## src/rtl/rf_port_sequencer_if.sv

```systemverilog
// Bundle of the write-back, decode-read and register-file port signals
// around rf_port_sequencer. The master side is the surrounding pipeline plus
// the register file; the slave side is the sequencer.
interface rf_port_sequencer_if #(
  parameter int W = 8,
  parameter int A = 4
);
  logic         WrValid;
  logic         WrReady;
  logic [A-1:0] WrAddr;
  logic [W-1:0] WrData;
  logic         RdValid;
  logic         RdReady;
  logic [A-1:0] RdAddr;
  logic [W-1:0] RdData;
  logic         RfWriteEn;
  logic [A-1:0] RfAddr;
  logic [W-1:0] RfDataIn;
  logic [W-1:0] RfDataOut;

  modport master (
    output WrValid, WrAddr, WrData, RdValid, RdAddr, RfDataOut,
    input  WrReady, RdReady, RdData, RfWriteEn, RfAddr, RfDataIn
  );

  modport slave (
    input  WrValid, WrAddr, WrData, RdValid, RdAddr, RfDataOut,
    output WrReady, RdReady, RdData, RfWriteEn, RfAddr, RfDataIn
  );
endinterface

```

## src/rtl/rf_port_sequencer.sv

```systemverilog
// rf_port_sequencer: sits in front of a single-port register file (one
// address, combinational read, clocked write). Write-back results are queued
// in a small FIFO and drained into the RF on cycles the decode stage does not
// need the port. Decode reads have priority, bounded by a starvation limit and
// by a full queue, both of which force a drain cycle.
//
// Build option: define RF_BYPASS_EN to let reads that hit a queued write be
// granted immediately with the youngest matching queued value. Without it,
// such reads are held off while the port drains the queue past the match.
module rf_port_sequencer #(
  parameter int W          = 8,
  parameter int A          = 4,
  parameter int DEPTH      = 4,
  parameter int MAX_STARVE = 3
) (
  input logic                Clk,
  input logic                Reset_n,
  rf_port_sequencer_if.slave bus
);

  localparam int PW = $clog2(DEPTH);
  localparam int CW = $clog2(DEPTH + 1);
  localparam int SW = $clog2(MAX_STARVE + 1);
  localparam logic [CW-1:0] FULL       = CW'(DEPTH);
  localparam logic [SW-1:0] STARVE_LIM = SW'(MAX_STARVE);

  logic [A-1:0]  addr_q [DEPTH];
  logic [W-1:0]  data_q [DEPTH];
  logic [PW-1:0] wr_ptr;
  logic [PW-1:0] rd_ptr;
  logic [CW-1:0] count;
  logic [SW-1:0] starve;

  logic          not_empty;
  logic          hazard;
  logic          force_drain;
  logic          rd_grant;
  logic          push;
  logic          pop;
  logic [PW-1:0] slot;
`ifdef RF_BYPASS_EN
  logic [W-1:0]  match_data;
`endif

  assign not_empty   = (count != '0);
  assign force_drain = (count == FULL) || (starve == STARVE_LIM);

  // Scan occupied entries oldest to youngest for the read address; the last
  // hit wins, so the captured data is from the newest matching write.
  always_comb begin
    hazard = 1'b0;
    slot   = rd_ptr;
`ifdef RF_BYPASS_EN
    match_data = '0;
`endif
    for (int i = 0; i < DEPTH; i++) begin
      slot = rd_ptr + PW'(i);
      if ((CW'(i) < count) && (addr_q[slot] == bus.RdAddr)) begin
        hazard = 1'b1;
`ifdef RF_BYPASS_EN
        match_data = data_q[slot];
`endif
      end
    end
  end

`ifdef RF_BYPASS_EN
  assign rd_grant = Reset_n & bus.RdValid & ~force_drain;
`else
  assign rd_grant = Reset_n & bus.RdValid & ~force_drain & ~hazard;
`endif

  // A full queue refuses pushes even when it is popping in the same cycle.
  assign bus.WrReady = Reset_n & (count < FULL);
  assign push        = bus.WrValid & bus.WrReady;
  assign pop         = Reset_n & ~rd_grant & not_empty;

  assign bus.RdReady   = rd_grant;
  assign bus.RfWriteEn = pop;
  assign bus.RfAddr    = rd_grant ? bus.RdAddr :
                         pop      ? addr_q[rd_ptr] : '0;
  assign bus.RfDataIn  = pop ? data_q[rd_ptr] : '0;

`ifdef RF_BYPASS_EN
  assign bus.RdData = !Reset_n ? '0 :
                      hazard   ? match_data : bus.RfDataOut;
`else
  assign bus.RdData = Reset_n ? bus.RfDataOut : '0;
`endif

  // Pointers, occupancy and the count of reads granted since the last drain.
  always_ff @(posedge Clk or negedge Reset_n) begin
    if (!Reset_n) begin
      wr_ptr <= '0;
      rd_ptr <= '0;
      count  <= '0;
      starve <= '0;
    end else begin
      if (push) wr_ptr <= wr_ptr + PW'(1);
      if (pop)  rd_ptr <= rd_ptr + PW'(1);
      case ({push, pop})
        2'b10:   count <= count + CW'(1);
        2'b01:   count <= count - CW'(1);
        default: count <= count;
      endcase
      if (pop || !not_empty)
        starve <= '0;
      else if (rd_grant && (starve != STARVE_LIM))
        starve <= starve + SW'(1);
    end
  end

  // Entry storage; a slot's contents only matter while it is counted as occupied.
  always_ff @(posedge Clk) begin
    if (push) begin
      addr_q[wr_ptr] <= bus.WrAddr;
      data_q[wr_ptr] <= bus.WrData;
    end
  end

endmodule

```

## src/flat_wrapper.sv

```systemverilog
// flat-port wrapper written by rule: the top's interface ports become plain ports
module rf_port_sequencer_flat 
#(
  parameter int W          = 8,
  parameter int A          = 4,
  parameter int DEPTH      = 4,
  parameter int MAX_STARVE = 3
)
  (Clk, Reset_n, bus_WrValid, bus_WrAddr, bus_WrData, bus_RdValid, bus_RdAddr, bus_RfDataOut, bus_WrReady, bus_RdReady, bus_RdData, bus_RfWriteEn, bus_RfAddr, bus_RfDataIn);
  rf_port_sequencer_if #(.W(W), .A(A)) bus_i ();
  input logic Clk;
  input logic Reset_n;
  input wire logic [$bits(bus_i.WrValid)-1:0] bus_WrValid;
  input wire logic [$bits(bus_i.WrAddr)-1:0] bus_WrAddr;
  input wire logic [$bits(bus_i.WrData)-1:0] bus_WrData;
  input wire logic [$bits(bus_i.RdValid)-1:0] bus_RdValid;
  input wire logic [$bits(bus_i.RdAddr)-1:0] bus_RdAddr;
  input wire logic [$bits(bus_i.RfDataOut)-1:0] bus_RfDataOut;
  output wire logic [$bits(bus_i.WrReady)-1:0] bus_WrReady;
  output wire logic [$bits(bus_i.RdReady)-1:0] bus_RdReady;
  output wire logic [$bits(bus_i.RdData)-1:0] bus_RdData;
  output wire logic [$bits(bus_i.RfWriteEn)-1:0] bus_RfWriteEn;
  output wire logic [$bits(bus_i.RfAddr)-1:0] bus_RfAddr;
  output wire logic [$bits(bus_i.RfDataIn)-1:0] bus_RfDataIn;
  assign bus_i.WrValid = bus_WrValid;
  assign bus_i.WrAddr = bus_WrAddr;
  assign bus_i.WrData = bus_WrData;
  assign bus_i.RdValid = bus_RdValid;
  assign bus_i.RdAddr = bus_RdAddr;
  assign bus_i.RfDataOut = bus_RfDataOut;
  assign bus_WrReady = bus_i.WrReady;
  assign bus_RdReady = bus_i.RdReady;
  assign bus_RdData = bus_i.RdData;
  assign bus_RfWriteEn = bus_i.RfWriteEn;
  assign bus_RfAddr = bus_i.RfAddr;
  assign bus_RfDataIn = bus_i.RfDataIn;
  rf_port_sequencer #(.W(W), .A(A), .DEPTH(DEPTH), .MAX_STARVE(MAX_STARVE)) u_core (.Clk(Clk), .Reset_n(Reset_n), .bus(bus_i));
endmodule
```

## config.mk

```make
export PLATFORM = sky130hd
export DESIGN_NAME = rf_port_sequencer_flat
export DESIGN_NICKNAME = d
export VERILOG_FILES = /design/src/rtl/rf_port_sequencer_if.sv /design/src/rtl/rf_port_sequencer.sv /design/src/flat_wrapper.sv
export SDC_FILE = /design/constraint.sdc
export NUM_CORES = 1
export LEC_CHECK = 0
export BUFFER_PORTS_ARGS = -buffer_cell sky130_fd_sc_hd__clkbuf_2
export CORE_MARGIN = 4
export CORE_UTILIZATION = 61
export DETAILED_ROUTE_END_ITERATION = 10
export MAX_ROUTING_LAYER = met4
export PLACE_DENSITY_LB_ADDON = 0.1
export SYNTH_ARGS = -nofsm -noshare
export SYNTH_HDL_FRONTEND = slang
export SYNTH_SLANG_ARGS = --single-unit
```

## constraint.sdc

```tcl
create_clock -name Clk -period 7.6 [get_ports Clk]
set_input_delay 1.52 -clock Clk [delete_from_list [all_inputs] [get_ports Clk]]
set_output_delay 1.52 -clock Clk [all_outputs]
set_load 0.01 [all_outputs]
```

==> summary.md, run 1 <==
| Metric | Value |
|---|---|
| Status | `complete, no violations` |
| Hold Path Class | `reg -> reg` |
| Core area | `4790 um2` |
| Largest cells by area after synthesis | `edfxtp_1 (47%), dfrtp_1 (7.3%), mux4_1 (6.0%)` |
| DR WL/cell | `16.2 um` |
| Met3 GRT Util | `0.0397` |
| Via density | `5.46` |
| First-pass GRT wire length | `9.16 mm` |
| Met1 usage | `0.243` |
| Hold Fails Final Rpt | `0` |
| Async set-or-reset flop fraction in the synthesized netlist | `0.158` |
| Max-slew headroom | `0.414` |
| Post-Layout Cell Count | `340` |
| DRC Markers | `0` |
| Most frequent cells in the layout | `clkbuf_2 (50), edfxtp_1 (48), xnor2_1 (19), mux2i_1 (18), inv_1 (13)` |
| Pwr/cell area | `325 nW/um2` |
| Clock Sinks | `57` |
| Final Net Count | `305` |
| Row cnt | `25` |
| Reg2Reg Depth | `11` |
| Critical path type | `reg -> out` |
| R2r endpoint | `u_core.count[2]$_DFFE_PN0P_` |
| Vias in the first global route | `1938` |
| Worst Clk Skew | `6.45 ps` |
| HPWL Detailed | `3.95 mm` |
| Mapped cell area | `3070 um2` |
| Final ANT Viol Nets | `0` |
| Die width | `78.9 um` |
| Finished Cell Area | `3480 um2` |
| 1st-iter DRT viols | `104` |
| Worst-Margin Slew | `879 ps` |
| Crit path DAT | `3360 ps` |
| H-tree depth | `3` |
| Largest net degree at the start of global routing | `28` |
| Syn Inst Count | `217` |
| Most common cell after layout, fill and taps aside | `clkbuf_2` |
| Internal power | `0.000719 W` |
| Initial core utilization | `0.641` |
| Power, Total | `0.00113 W` |
| Reg clk slew, reported paths | `60 ps` |
| Reg power frac | `0.387` |
| Routed WL | `5.50 mm` |
| Crit path max fanout | `21` |
| Seq cells post-synth | `57` |
| Post-place setup slack | `2700 ps` |
| VDD IR max | `0.207 mV` |
| Psw | `0.000411 W` |
| Met2 GRT Util | `0.340` |
| Die Y | `78.9 um` |
| I/O Buffers | `50` |
| Ys Warns | `0` |
| Setup TNS | `0 ps` |
| Yosys top cell by area | `edfxtp_1` |
| N_diodes | `0` |
| Synth top area share | `0.470` |
| Gr ovfl total | `0` |
| Longest Clk Path Bufs | `2` |
| Die ar. | `6220 um2` |
| PnR worst setup slack | `2720 ps` |
| Clock root buffer | `clkbuf_8` |
| Highest Clock Rate | `205 MHz` |
| Most Crowded Layer GR | `met2` |
| Count of pins over their slew limit | `0` |
| Cells along the critical path | `inv_1 > a211oi_1 > a21oi_1 > xor2_1 > o311ai_4 > or2_1 > mux2_4 > clkbuf_2` |
| Comb power frac | `0.411` |
| EDFF count, synth | `48` |
| Hold path cells | `1` |
| Layout cells sized above 1 | `0.282` |
| R2R Path Start | `u_core.rd_ptr[0]$_DFFE_PN0P_` |
| Net Sw Frac | `0.364` |
| Yosys cell types | `47` |
| Initial antenna violation count | `0` |
| CTS tree | `built` |
| Slowest CP cell | `dfrtp_1` |
| Hold Crit Start | `u_core.count[0]$_DFFE_PN0P_` |
| Placed Cells | `324` |
| R2r setup slk | `4100 ps` |
| CTS buffer count | `9` |
| Clock share of power | `0.202` |
| Post-place instance area | `3310 um2` |
| I/O Pins | `51` |
| Clk Latency, worst-skew pair | `320 ps` |
| Top_reg_cell synth | `edfxtp_1` |
| WHS Endpoint | `u_core.count[0]$_DFFE_PN0P_` |
| DR vias | `1856` |
| Postcts setup bufs | `0` |
| Setup-failing EPs final | `0` |
| Drt pass-1 iters | `4` |
| P_leak | `1.43 nW` |
| Period utilisation layout | `0.643` |
| Crit start category | `flop` |
| RSZ-0062 raised after global routing | `false` |
| Post-cts sizing count | `0` |
| Synthesized area per cell | `14.1 um2` |
| Syn nets | `254` |
| Area grow syn2layout | `13.4%` |
| Max-cap violations | `0` |
| Routability Congestion | `0.848` |
| Seq/Total Area, Yosys | `0.544` |
| Worst path required time | `6080 ps` |
| Total track usage | `0.201` |
| Period minus WS final | `4880 ps` |
| Critical path's largest stage delay | `920 ps` |
| Crit. End Element | `output port` |
| Cts hold-fix bufs | `0` |
## sequential cells by signal, summed over array words and instances, names as in the netlist
register,flops
u_core.data_q,32
u_core.addr_q,16
u_core.count,3
u_core.rd_ptr,2
u_core.starve,2
u_core.wr_ptr,2
## final cells by class
type,instances,area (um2)
fillers,346,1310
clock buffers,10,128
multi-input cells,136,1260
repair buffers,51,258
flip-flops and latches,57,1670
inverters,13,48.8
clock inverters,6,35.0
well taps,67,83.8
## worst max-delay path by stage
stage / depth (start not counted) / from / end
floorplan: 8 / bus_RdAddr[1] / bus_RfAddr[0]
global placement: 7 / Reset_n / bus_RfWriteEn
detailed placement: 7 / Reset_n / bus_RfWriteEn
CTS: 8 / u_core.rd_ptr[0]$_DFFE_PN0P_ / bus_RfAddr[0]
global route: 8 / u_core.rd_ptr[0]$_DFFE_PN0P_ / bus_RfAddr[0]
finish: 8 / u_core.rd_ptr[0]$_DFFE_PN0P_ / bus_RfAddr[0]
## power groups by stage
stage / clock network [W] / registers (W) / logic [W]
finish: 0.000228 / 0.000437 / 0.000465
global route: 0.000251 / 0.000444 / 0.000516
CTS: 0.000234 / 0.000438 / 0.000471
detailed placement: 0 / 0.000444 / 0.000469
global placement: 0 / 0.000442 / 0.000466
floorplan: 0 / 0.000408 / 0.000419
## kinds of logic after synthesis
| logic type | after synthesis | share of synthesized area |
|---|---|---|
| AOI/OAI and AO/OA | 21 | 0.0620 |
| xor gates and xnor gates | 23 | 0.0657 |
| adders and majority gates | 9 | 0.0367 |
| buffers and inverters | 24 | 0.0465 |
| DFF | 57 | 0.544 |
| muxes | 29 | 0.142 |
| and+or+nand+nor | 54 | 0.103 |
## synth_stat cells (2+ instances only)
master	n
nor4_1	2
clkbuf_1	4
buf_12	2
buf_6	2
and2_1	11
a41o_1	2
and3_1	4
mux4_2	2
nor2b_1	10
nor2_1	3
dfrtp_1	9
o22ai_1	2
ha_1	9
xor2_1	4
a21oi_1	2
o21ai_0	4
inv_1	13
nand2b_1	2
xnor2_1	19
nand2_1	11
edfxtp_1	48
nor3_1	4
mux2i_1	18
mux4_1	7
## through the flow
stage | hold WS [ps] | util
final | 582 | 0.726
after global routing | 603 | 0.726
after CTS | 605 | 0.726
after detailed placement | 597 | 0.692
after global placement | 588 | 0.692
after floorplan | 504 | -
## metal layers
layer  routed length, um  part of all wire  up-vias
li1                    -                 -      906
met1                2380              0.43      888
met2                2750              0.50       60
met3                 359             0.065        2
met4                   8            0.0015        0
met5                   0                 0        -
## critical path, delay by kind of cell (launching register included)
kind,cells,cell delay (ps)
multiplexers,1,310
XOR/XNOR,1,200
AO/OA/AOI/OAI,3,800
buffers and inverters,2,550
flip-flops,1,920
AND/OR/NAND/NOR,1,260
Power figures use the tool's default switching activity.
==> run 2, diff against run 1 <==
--- a/config.mk
+++ b/config.mk
@@ -7,7 +7,7 @@
 export LEC_CHECK = 0
 export BUFFER_PORTS_ARGS = -buffer_cell sky130_fd_sc_hd__clkbuf_2
 export CORE_MARGIN = 4
-export CORE_UTILIZATION = 61
+export CORE_UTILIZATION = 56
 export DETAILED_ROUTE_END_ITERATION = 10
 export MAX_ROUTING_LAYER = met4
 export PLACE_DENSITY_LB_ADDON = 0.1
==> constraint.sdc (replaced) <==
create_clock -name Clk -period 4.81 [get_ports Clk]
set_input_delay 0.962 -clock Clk [delete_from_list [all_inputs] [get_ports Clk]]
set_output_delay 0.962 -clock Clk [all_outputs]
set_load 0.01 [all_outputs]
==> run 2 against run 1 <==
Critical path depth grew 1. Largest power group unchanged. Count of clock-buffer cells in the layout unchanged. Wire length shrank 2.0%. Largest cell class unchanged. Highest routed layer unchanged. Critical endpoint is now bus_RfWriteEn.
==> summary.md, run 2 (same netlist as run 1, synthesis figures left out) <==
| Metric | Value |
|---|---|
| Initial core utilization | `0.589 (-0.0516)` |
| Longest Clk Path Bufs | `2 (unchanged)` |
| Die ar. | `6720 um2 (+8.0%)` |
| Final ANT Viol Nets | `0 (unchanged)` |
| Met3 GRT Util | `0.0428 (+0.00308)` |
| Comb power frac | `0.425 (+0.014)` |
| DR vias | `1845 (-0.59%)` |
| Cts hold-fix bufs | `0 (unchanged)` |
| RSZ-0062 raised after global routing | `false` |
| Max-cap violations | `0 (unchanged)` |
| Post-cts sizing count | `0 (unchanged)` |
| Worst hold slack | `567 ps (-15.3 ps)` |
| Layout cells sized above 1 | `0.287 (+0.00522)` |
| VDD IR max | `0.299 mV (+45%)` |
| Max-slew headroom | `0.551 (+0.137)` |
| # fillers | `389 (+12%)` |
| Clock root buffer | `clkbuf_8` |
| CTS buffer count | `9 (unchanged)` |
| Worst path required time | `3850 ps (-2230 ps)` |
| Cells along the critical path | `buf_4 > mux4_2 > xor2_1 > nor2_1 > o21ai_1 > o311ai_4 > o21ai_2 > inv_1 > clkbuf_2` |
| Crit path DAT | `3040 ps (-320 ps)` |
| Critical path type | `reg -> out` |
| Clk Latency, worst-skew pair | `330 ps (about the same)` |
| PnR worst setup slack | `807 ps (-1910 ps)` |
| Biggest regs | `u_core.data_q (32), u_core.addr_q (16), u_core.count (3)` |
| Routed WL | `5.39 mm (-2.0%)` |
| Clock share of power | `0.205 (+0.003)` |
| Period minus WS final | `4000 ps` |
| Met2 GRT Util | `0.289 (-0.0512)` |
| Post-place setup slack | `1100 ps (-1600 ps)` |
| Most common cell after layout, fill and taps aside | `clkbuf_2` |
| Core area | `5200 um2 (+8.8%)` |
| Crit. End Element | `output port` |
| Postcts setup bufs | `0 (unchanged)` |
| Highest Clock Rate | `250 MHz` |
| CTS tree | `built` |
| Hold Fails Final Rpt | `0 (unchanged)` |
| Slowest CP cell | `dfrtp_1` |
| First-pass GRT wire length | `8.61 mm (-6.0%)` |
| Largest register FFs | `32 (unchanged)` |
| Total track usage | `0.184 (-0.0172)` |
| Die Y | `82.0 um (+3.9%)` |
| Most Crowded Layer GR | `met2` |
| Final Net Count | `307 (+0.66%)` |
| Via density | `5.35 (-2.0%)` |
| Count of pins over their slew limit | `0 (unchanged)` |
| Largest net degree at the start of global routing | `28 (unchanged)` |
| Worst Clk Skew | `9.13 ps (+2.68 ps)` |
| Worst-Margin Slew | `673 ps (-206 ps)` |
| Met1 usage | `0.234 (-0.00966)` |
| Most frequent cells in the layout | `clkbuf_2 (50), edfxtp_1 (48), xnor2_1 (19), mux2i_1 (18), inv_1 (13)` |
| Setup-failing EPs final | `0 (unchanged)` |
| I/O Buffers | `50 (unchanged)` |
| Reg clk slew, reported paths | `70 ps (about the same)` |
| Critical path's largest stage delay | `560 ps (-360 ps)` |
| Share of the core filled with cells | `0.671 (-0.0549)` |
| P_leak | `1.44 nW (+0.67%)` |
| DRC Markers | `0 (unchanged)` |
| 1st-iter DRT viols | `99 (-4.8%)` |
| Crit start category | `flop` |
| HPWL Detailed | `3.85 mm (-2.6%)` |
| Biggest register | `u_core.data_q` |
| Period utilisation layout | `0.832` |
| Status | `complete, no violations` |
| Initial antenna violation count | `0 (unchanged)` |
| N_diodes | `0 (unchanged)` |
| Clock Sinks | `57 (unchanged)` |
| H-tree depth | `3 (unchanged)` |
| Hold Path Class | `in -> async` |
| I/O Pins | `51 (unchanged)` |
| Routability Congestion | `0.862 (+1.7%)` |
| Net Sw Frac | `0.364 (about the same)` |
| Setup TNS | `0 ps (unchanged)` |
| Psw | `0.000654 W (+59%)` |
| Internal power | `0.00114 W (+59%)` |
| Die width | `82.0 um (+3.9%)` |
| Drt pass-1 iters | `4 (unchanged)` |
| DR WL/cell | `15.6 um (-3.4%)` |
| Crit path max fanout | `12 (-43%)` |
| Pwr/cell area | `514 nW/um2 (+58%)` |
| Gr ovfl total | `0 (unchanged)` |
| Vias in the first global route | `1748 (-9.8%)` |
| Area grow syn2layout | `14.0%` |
| Row cnt | `26 (+4.0%)` |
| Reg power frac | `0.371 (-0.016)` |
[run 2: cell types whose count changed in the layout (fill, tap and decap cells not counted)]
| cell | delta |
|---|---|
| buf_4 | +2 |
[run 2: worst paths after layout]
kind                                         startpoint                           end  slack [ps]  cells past startpoint
min in group Clk            u_core.count[0]$_DFFE_PN0P_   u_core.count[0]$_DFFE_PN0P_         570                      1
max in group asynchronous                       Reset_n  u_core.rd_ptr[0]$_DFFE_PN0P_        4050                      2
hold reg to reg             u_core.count[0]$_DFFE_PN0P_   u_core.count[0]$_DFFE_PN0P_         570                      1
setup reg to reg           u_core.rd_ptr[0]$_DFFE_PN0P_   u_core.count[2]$_DFFE_PN0P_        1510                     11
hold / removal                                  Reset_n  u_core.starve[1]$_DFFE_PN0P_         570                      2
setup / recovery           u_core.rd_ptr[0]$_DFFE_PN0P_                 bus_RfWriteEn         810                      9
[run 2: power groups by stage]
stage | Clock [W] | Sequential [W] | Combinational [W]
2_1_floorplan | 0 | 0.000645 | 0.000662
3_3_place_gp | 0 | 0.000674 | 0.000770
3_5_place_dp | 0 | 0.000678 | 0.000768
4_1_cts | 0.000378 | 0.000667 | 0.000773
5_1_grt | 0.000401 | 0.000676 | 0.000844
6_report | 0.000367 | 0.000666 | 0.000762
[run 2: cell type report]
cell class	instances	area, um2	area share
clock buffers	10	128	0.0365
flip-flops and latches	57	1670	0.477
repair buffers	53	273	0.0781
well taps	70	87.6	0.0251
inverters	13	48.8	0.0140
clock inverters	6	35.0	0.0100
multi-input cells	136	1260	0.359
[run 2: critical path: cells and delay by family, from the launching register on]
kind	cells	cell delay, ps
AOI/OAI and AO/OA	3	860
buffers and inverters	3	580
muxes	1	530
xor gates and xnor gates	1	140
and+or+nand+nor	1	60
DFF	1	560
[run 2: stage by stage]
| stage | std cells | total power [W] | area [um2] |
|---|---|---|---|
| 3_3_place_gp | 329 | 0.00144 | 3330 |
| 5_1_grt | 345 | 0.00192 | 3490 |
| 4_1_cts | 345 | 0.00182 | 3490 |
| 2_1_floorplan | 217 | 0.00131 | 3070 |
| 3_5_place_dp | 329 | 0.00145 | 3330 |
| 6_report | 345 | 0.00180 | 3490 |
[run 2: layer usage]
layer  vias up  part of all wire  wire, um
met1       860              0.45      2400
met3        10             0.065       350
met5         -                 0         0
met2        62              0.47      2560
li1        913                 -         -
met4         0             0.015        82
